## src/rtl/branch_resolve_ctrl_pkg.sv

```systemverilog
// Shared constants for the branch resolve sequencer: comparator opcodes and FSM states.
package branch_resolve_ctrl_pkg;

   localparam int CMP_EQUAL   = 1;
   localparam int CMP_UNEQUAL = 2;

   typedef enum logic [1:0] {
      BRC_IDLE  = 2'd0,
      BRC_WAIT  = 2'd1,
      BRC_REDIR = 2'd2
   } brc_state_t;

endpackage

```

## src/rtl/br_stat_counter.sv

```systemverilog
// Free-running statistics counter; increments on inc, wraps modulo 2^CNT_W.
module br_stat_counter #(
   parameter int CNT_W = 32
) (
   input  logic             clk,
   input  logic             reset,
   input  logic             inc,
   output logic [CNT_W-1:0] value
);

   always_ff @(posedge clk or negedge reset) begin
      if (!reset)
         value <= '0;
      else if (inc)
         value <= value + CNT_W'(1);
   end

endmodule

```

## src/rtl/branch_resolve_ctrl.sv

```systemverilog
// D-stage branch sequencer: waits for forwarded operands, drives the comparator op,
// resolves the branch and holds a PC redirect toward IF until it is accepted.
module branch_resolve_ctrl
   import branch_resolve_ctrl_pkg::*;
#(
   parameter int OP_W  = 8,
   parameter int CNT_W = 32
) (
   input  logic             clk,
   input  logic             reset,
   input  logic             br_valid,
   input  logic [OP_W-1:0]  br_type,
   input  logic [31:0]      br_target,
   input  logic             rs_ready,
   input  logic             rt_ready,
   input  logic             flush,
   input  logic             cmp_out,
   output logic [OP_W-1:0]  cmp_op,
   output logic             stall_d,
   output logic             redirect_valid,
   output logic [31:0]      redirect_pc,
   input  logic             redirect_ready,
   output logic             illegal_op,
   output logic [CNT_W-1:0] br_cnt,
   output logic [CNT_W-1:0] taken_cnt
);

   localparam logic [OP_W-1:0] OP_EQ = OP_W'(CMP_EQUAL);
   localparam logic [OP_W-1:0] OP_NE = OP_W'(CMP_UNEQUAL);

   brc_state_t      state, state_nxt;
   logic [OP_W-1:0] lat_type;
   logic [31:0]     lat_target;
   logic            rdy;
   logic [OP_W-1:0] cur_type;
   logic [31:0]     cur_target;
   logic            cur_legal;
   logic            resolve;
   logic            taken;

   // In WAIT the branch has already left the decoder inputs, so use the latched copy.
   always_comb begin
      rdy        = rs_ready & rt_ready;
      cur_type   = (state == BRC_WAIT) ? lat_type : br_type;
      cur_target = (state == BRC_WAIT) ? lat_target : br_target;
      cur_legal  = (cur_type == OP_EQ) || (cur_type == OP_NE);
      resolve    = !flush && rdy &&
                   (((state == BRC_IDLE) && br_valid) || (state == BRC_WAIT));
      taken      = resolve && cmp_out && cur_legal;
   end

   always_ff @(posedge clk or negedge reset) begin
      if (!reset)
         state <= BRC_IDLE;
      else
         state <= state_nxt;
   end

   always_comb begin
      state_nxt = state;
      if (flush)
         state_nxt = BRC_IDLE;
      else begin
         case (state)
            BRC_IDLE: begin
               if (br_valid && !rdy)
                  state_nxt = BRC_WAIT;
               else if (taken)
                  state_nxt = BRC_REDIR;
            end
            BRC_WAIT: begin
               if (rdy)
                  state_nxt = taken ? BRC_REDIR : BRC_IDLE;
            end
            BRC_REDIR: begin
               if (redirect_ready)
                  state_nxt = BRC_IDLE;
            end
            default: state_nxt = BRC_IDLE;
         endcase
      end
   end

   // Outputs are forced to reset values while reset is held, independent of inputs.
   always_comb begin
      stall_d        = 1'b0;
      cmp_op         = OP_EQ;
      redirect_valid = 1'b0;
      if (reset) begin
         redirect_valid = (state == BRC_REDIR);
         if (!flush) begin
            case (state)
               BRC_IDLE:  stall_d = br_valid && !rdy;
               BRC_WAIT:  stall_d = !rdy;
               BRC_REDIR: stall_d = br_valid;
               default:   stall_d = 1'b0;
            endcase
         end
         if ((((state == BRC_IDLE) && br_valid) || (state == BRC_WAIT)) && cur_legal)
            cmp_op = cur_type;
      end
   end

   always_ff @(posedge clk or negedge reset) begin
      if (!reset) begin
         lat_type    <= OP_EQ;
         lat_target  <= '0;
         redirect_pc <= '0;
         illegal_op  <= 1'b0;
      end else begin
         if ((state == BRC_IDLE) && br_valid && !rdy && !flush) begin
            lat_type   <= br_type;
            lat_target <= br_target;
         end
         if (taken)
            redirect_pc <= cur_target;
         illegal_op <= resolve && !cur_legal;
      end
   end

   br_stat_counter #(.CNT_W(CNT_W)) u_br_cnt (
      .clk   (clk),
      .reset (reset),
      .inc   (resolve),
      .value (br_cnt)
   );

   br_stat_counter #(.CNT_W(CNT_W)) u_taken_cnt (
      .clk   (clk),
      .reset (reset),
      .inc   (taken),
      .value (taken_cnt)
   );

endmodule

```

## config.mk

```make
export PLATFORM = sky130hd
export DESIGN_NAME = branch_resolve_ctrl
export DESIGN_NICKNAME = d
export VERILOG_FILES = /design/src/rtl/branch_resolve_ctrl_pkg.sv /design/src/rtl/br_stat_counter.sv /design/src/rtl/branch_resolve_ctrl.sv
export SDC_FILE = /design/constraint.sdc
export NUM_CORES = 1
export LEC_CHECK = 0
export ABC_AREA = 1
export CORE_MARGIN = 2
export CORE_UTILIZATION = 35
export DETAILED_ROUTE_END_ITERATION = 12
export GPL_TIMING_DRIVEN = 1
export RECOVER_POWER = 100
export REMOVE_ABC_BUFFERS = 1
export SLEW_MARGIN = 5
export SYNTH_ARGS = -nofsm -noshare
export SYNTH_HDL_FRONTEND = slang
export SYNTH_SLANG_ARGS = --single-unit
```

## constraint.sdc

```tcl
create_clock -name clk -period 1.6 [get_ports clk]
set_clock_uncertainty 0.15 [all_clocks]
set_input_delay 0.16 -clock clk [delete_from_list [all_inputs] [get_ports clk]]
set_output_delay 0.16 -clock clk [all_outputs]
set_load 0.02 [all_outputs]
```

==> qor.txt <==
Relative slew margins: 0.249
I/O pin count: 155
Layout cells sized above 1: 0.217
DIE AREA: 23100 um2
Die width: 152 um
Met3 wire len: 1280 um
Core ar.: 21700 um2
DRT Wirelength: 26100 um
Post-route ant nets: 0
Netlist cell types: 27
Number of synthesized register bits: 139
Worst EP required: 1.77 ns
Synthesized cell area: 7680 um2
GPL Wtd Cong: 0.866
Fin cells: 1678
Post-Syn Instances: 1096
Met2 routed WL: 12600 um
Synth area leader: dfrtp_1
DIE HEIGHT: 152 um
Initial core utilization: 0.354
P per Cell Area: 846 nW/um2
Clock transition at path regs: 0.07 ns
Register Area: 3490 um2
Max Cap Viol: 0
Final count of pins violating max slew: 0
Cells along the critical path: inv_2 -> buf_4 -> buf_4 -> nand2_4 -> buf_6 -> nand2_4 -> nor2_4 -> nand2_2 -> buf_6 -> nor2_4 -> nand4_1 -> nand2_1 -> inv_1
Largest net degree at the start of global routing: 140
Inst Count DP: 1600
Routed WL per cell: 15.6 um
Synth top area share: 0.450
IO buf count: 148
Hold Vio Cnt, Final: 0
Mean Syn Cell Area: 7.01 um2
Area contributors post-synth: dfrtp_1, nand2_1, nand3_1, nor2_1, o21ai_0
1st-pass router iterations: 5
Worst Hold Class: in2reg
H-tree depth: 4
Post-route worst setup slack: -0.550 ns
Crit path max-delay cell type: dfrtp_2
Rows: 54
Total CTS buffers: 17
RSZ-0062 raised after global routing: yes
CTS Sinks: 139
Max Freq: 465 MHz
CP max FO: 5
Synthesis Warnings: 0
Setup_tns: -54.89 ns
Area Overhead vs Synth: 52.4%
Area of the multi-input gates: 4000 um2
Crit path time final: 2.15 ns
Detailed placement HPWL: 15400 um
DRC viols: 0
Clock latency on the worst-skew pair: 0.43 ns
Vias per cell: 4.85
Uppermost routed layer: met4
Vias: 8140
Leak: 0.00588 uW
Setup violations, final: 154
Total gr overflow: 0
Initial drt markers: 474
Failing checks: setup timing
Crit path arrival time: 2.32 ns
Delay of the slowest cell on the worst path: 0.49 ns
Ant diodes: 0
Gr usage total: 0.196
Initial antenna violation count: 0
WS Path Type: reg2reg
Layout Nets: 1435
Met1 Wirelength: 11900 um
Worst vdd ir: 0.606 mV
Worst-margin pin slew: 1.13 ns
Root buffer cell: clkbuf_16
Crit. End Element: flop
Sequential area share after synthesis: 0.453
Outcome: finished, violations left
Global-route wire length before repair: 36900 um
Filler cells: 2024
Pwr Total: 9900 uW
Clock tree buffer depth: 2
Vias in the first global route: 7249
CP Launch Type: flop
CTS tree: yes
Part of the cycle the worst path needs: 1.34
## synthesized netlist by cell type
library cell  instances
nand3_1              92
inv_2                 2
xnor2_1              18
nand2_4               1
nor2_2                1
nor2_1              108
dfrtp_1             138
buf_6                 4
a2111oi_0             1
nand3b_1             21
inv_1                86
nor2_4                1
nand4_1              10
o21ai_0              79
conb_1                1
dfstp_2               1
o21ai_1               1
clkbuf_1             14
buf_4                 8
ha_1                  2
nor3_1                5
nand2_1             466
buf_2                18
a211oi_1              1
and3_1                2
xor2_1               12
buf_1                 3
## critical path, delay by kind of cell (launching register included)
| kind | cells | cell delay [ns] |
|---|---|---|
| DFF | 1 | 0.49 |
| and+or+nand+nor | 7 | 0.75 |
| buffers and inverters | 6 | 0.64 |
## repair_timing
action,in CTS,in global routing
cloned,2,20
setup buffers,5,18
hold endpoints to repair,138,0
gates resized for setup,149,166
pin swaps,11,19
hold buffers,1,0
endpoints found under the setup margin,239,200
## state kept, by name, indices dropped and copies added (netlist names)
register / cells
lat_target: 32
redirect_pc: 32
u_br_cnt.value: 32
u_taken_cnt.value: 32
lat_type: 8
state: 2
illegal_op: 1
## area by class of cell
type	count	area share
multi-input combinational	828	0.342
tap	280	0.0299
clock buffer	17	0.0364
inverter	88	0.0284
timing repair buffer	311	0.249
clock inverter	15	0.0163
sequential	139	0.298
## metal layers
layer,GRT usage,up-vias
li1,-,4004
met1,0.267,3886
met2,0.315,228
met3,0.0414,22
met4,0.0574,0
met5,0,-
## where the power goes
part	internal, uW	switching, uW	total [uW]
combinational	805	926	1730
clock	2390	1810	4200
sequential	3810	163	3970
total	7000	2900	9900
## cell usage in the layout, fill, tap and decap left out, drive strengths merged
master,count
nand2,468
buf,165
dfrtp,138
nor2,110
inv,99
nand3,92
o21ai,80
clkbuf,59
clkdlybuf4s50,52
dlygate4sd2,34
nand3b,21
xnor2,18
clkdlybuf4s15,17
xor2,12
nand4,10
conb,6
nor3,5
and3,2
ha,2
bufinv,2
a2111oi,1
a211oi,1
clkinvlp,1
clkinv,1
dlygate4sd3,1
dfstp,1
## cells by family after synthesis
group                      Yosys count  share of synthesized area
AOI/OAI and AO/OA                   82                     0.0543
other                                1                   0.000488
adders and majority gates            2                    0.00326
xor gates and xnor gates            30                     0.0342
DFF                                139                      0.453
buffers and inverters              135                     0.0767
and+or+nand+nor                    707                      0.378
## through the flow
step	hold WS [ns]	worst slack, ns	util	area, um2
3_3_place_gp	0.306	-0.601	0.473	10200
2_1_floorplan	-0.286	-4.07	-	7440
6_report	0.150	-0.550	0.539	11700
4_1_cts	0.157	-0.509	0.508	11000
3_5_place_dp	0.310	-0.595	0.473	10200
5_1_grt	0.145	-0.633	0.539	11700
## worst paths after layout
| kind | startpoint | depth (start not counted) | slack [ns] | endpoint |
|---|---|---|---|---|
| max in group asynchronous | reset | 4 | -0.05 | u_br_cnt.value[21] |
| min in group asynchronous | reset | 4 | 0.45 | lat_type[6] |
| max | state[0] | 13 | -0.55 | u_br_cnt.value[18] |
| min reg2reg | redirect_pc[3] | 2 | 0.33 | redirect_pc[3] |
| max reg2reg | state[0] | 13 | -0.55 | u_br_cnt.value[18] |
| min | br_target[19] | 3 | 0.15 | lat_target[19] |
Note: power is estimated with default switching activity, not from simulation.
==> patch (config.mk and constraints unchanged) <==
The parameter `OP_W` goes from 8 to 9.
--- a/src/rtl/branch_resolve_ctrl.sv
+++ b/src/rtl/branch_resolve_ctrl.sv
@@ -4,5 +4,5 @@
    import branch_resolve_ctrl_pkg::*;
 #(
-   parameter int OP_W  = 8,
+   parameter int OP_W  = 9,
    parameter int CNT_W = 32
 ) (
Interface: changed (resized br_type and cmp_op); port bits go from 155 to 157. The function was not compared with the original's and may differ.
==> patch against the original RTL <==
  * Area after synthesis rose by 1.9%
  * Power is 3.7% lower
  * Cell area decreased by 3.2%
  * Clock power barely moved
  * Routed wire length is 7.8% lower
  * Sequential share of layout area up 1.2 points
  * The flow still finishes with violations (setup timing)
  * First-iteration DRC count increased by 4.0%
  * Highest routed layer unchanged
  * Sequential cell count rose by 1
  * Worst setup slack worse by 0.070 ns
==> patch: results (changes against the original RTL) <==
* Number of unique standard cell types used by synthesis at 33 (+22%)
* Worst IR Drop VDD at 0.634 mV (+4.5%)
* Depth of the most critical reg-to-reg path at 12 (-1)
* Post-detail-place hpwl at 16500 µm (+7.5%)
* Leakage power at 5.50 nW (-6.4%)
* Fraction of the mapped netlist area in compound gates at 5.85% (+0.43 points)
* Data arrival, critical path at 1.91 ns (-0.41 ns)
* Cell area after placement at 10400 µm² (+1.9%)
* First-pass iteration count of the detailed router at 5 (unchanged)
* Setup TNS at -51.18 ns (+3.72 ns)
* Pin count of the biggest net entering global routing at 69 (-51%)
* Post-route cell area at 11300 µm² (-3.2%)
* Placed Cells incl. Taps at 1626 (+1.6%)
* Min-Delay Startpoint: br_type[5]
* Dominant cells by area after synthesis: dfrtp_1 (44%), nand2_1 (22%), nor2_1 (5.3%)
* Number of vias in the routed layout at 8033 (-1.3%)
* Count of buffers from port buffering at 149 (+0.68%)
* Delay of the slowest critical-path stage at 0.45 ns (-0.04 ns)
* Number of endpoints failing setup at the final stage at 149 (-3.2%)
* Start-to-end type of the worst setup path: reg -> out
* Hold Worst Slack at 0.134 ns (-0.0163 ns)
* Non-Filler Instances at 1677 (-0.060%)
* Worst max-slew margin expressed relative to the limit at 43.0% (+18 points)
* Count of routing violations after the opening detailed-route iteration at 493 (+4.0%)
* End point of the most critical hold path: lat_type[5]$_DFFE_PN0P_
* Worst reg2reg path endpoint: u_taken_cnt.value[14]$_DFFE_PN0P_
* Number of global-route vias before repair at 7493 (+3.4%)
* R2R Setup Slk at -0.61 ns (-0.06 ns)
* Final Routed Wirelength at 24100 µm (-7.8%)
* Antenna violations before repair at 1 (+1)
* First-pass GRT wire length at 38300 µm (+3.7%)
* Sequential element share of the synthesized area at 44.8% (-0.52 points)
* Failing checks: setup timing
* Post-route worst setup slack at -0.620 ns (-0.0701 ns)
* Max FO, Critical Path at 3 (-2)
* Critical R2R Launch: state[1]$_DFFE_PN0P_
* Leading post-synthesis cells by instance count: nand2_1 (466), dfrtp_1 (139), nor2_1 (111)
* Run status: finished with violations
* Post-synthesis xor/xnor area fraction at 3.25% (-0.18 points)
* Worst slack at placement at -0.689 ns (-0.0945 ns)
* GRT Util Overall at 20.0% (+0.39 points)
==> patch: worst max-delay path by stage <==
stage | to
after floorplan | u_taken_cnt.value[10]$_DFFE_PN0P_
after global placement | cmp_op[1]
after detailed placement | cmp_op[1]
after CTS | cmp_op[0]
after global routing | cmp_op[1]
final | cmp_op[0]
==> patch: report_power, final <==
group | switching, mW | internal [mW] | total (mW)
registers | 0.121 | 3.80 | 3.92
clock network | 1.81 | 2.38 | 4.19
logic | 0.798 | 0.614 | 1.41
==> patch: kinds of logic (layout without fill, tap and decap cells) <==
logic type	Yosys count	count (layout)
AO/OA/AOI/OAI	90	90
other	1	7
XOR/XNOR	29	29
adder cells (fa/ha/maj)	2	2
buffers and inverters	146	421
flip-flops	140	140
AND/OR/NAND/NOR	708	708
==> patch: layout make-up <==
| cell class | count | area share, % |
|---|---|---|
| clock buffer | 17 | 3.75 |
| sequential | 140 | 31.0 |
| tap | 280 | 3.09 |
| multi-input combinational | 836 | 34.2 |
| timing repair buffer | 295 | 23.1 |
| inverter | 94 | 3.14 |
| clock inverter | 15 | 1.72 |
==> patch: repair_timing <==
action	in CTS	in global routing
endpoints found under the hold margin	105	0
gates cloned	1	5
setup endpoints to repair	238	211
hold buffers	1	0
setup buffers	6	10
pin swaps	2	8
gates resized for setup	138	91
==> patch: routing by layer <==
| metal | routed length [µm] | global-route usage (%) | up-vias | part of all wire (%) |
|---|---|---|---|---|
| met5 | 0 | 0 | - | 0 |
| met4 | 344 | 6.33 | 0 | 1.4 |
| met3 | 1250 | 3.95 | 25 | 5.2 |
| met2 | 11200 | 31.0 | 211 | 47 |
| met1 | 11300 | 28.2 | 3734 | 47 |
| li1 | - | - | 4063 | - |
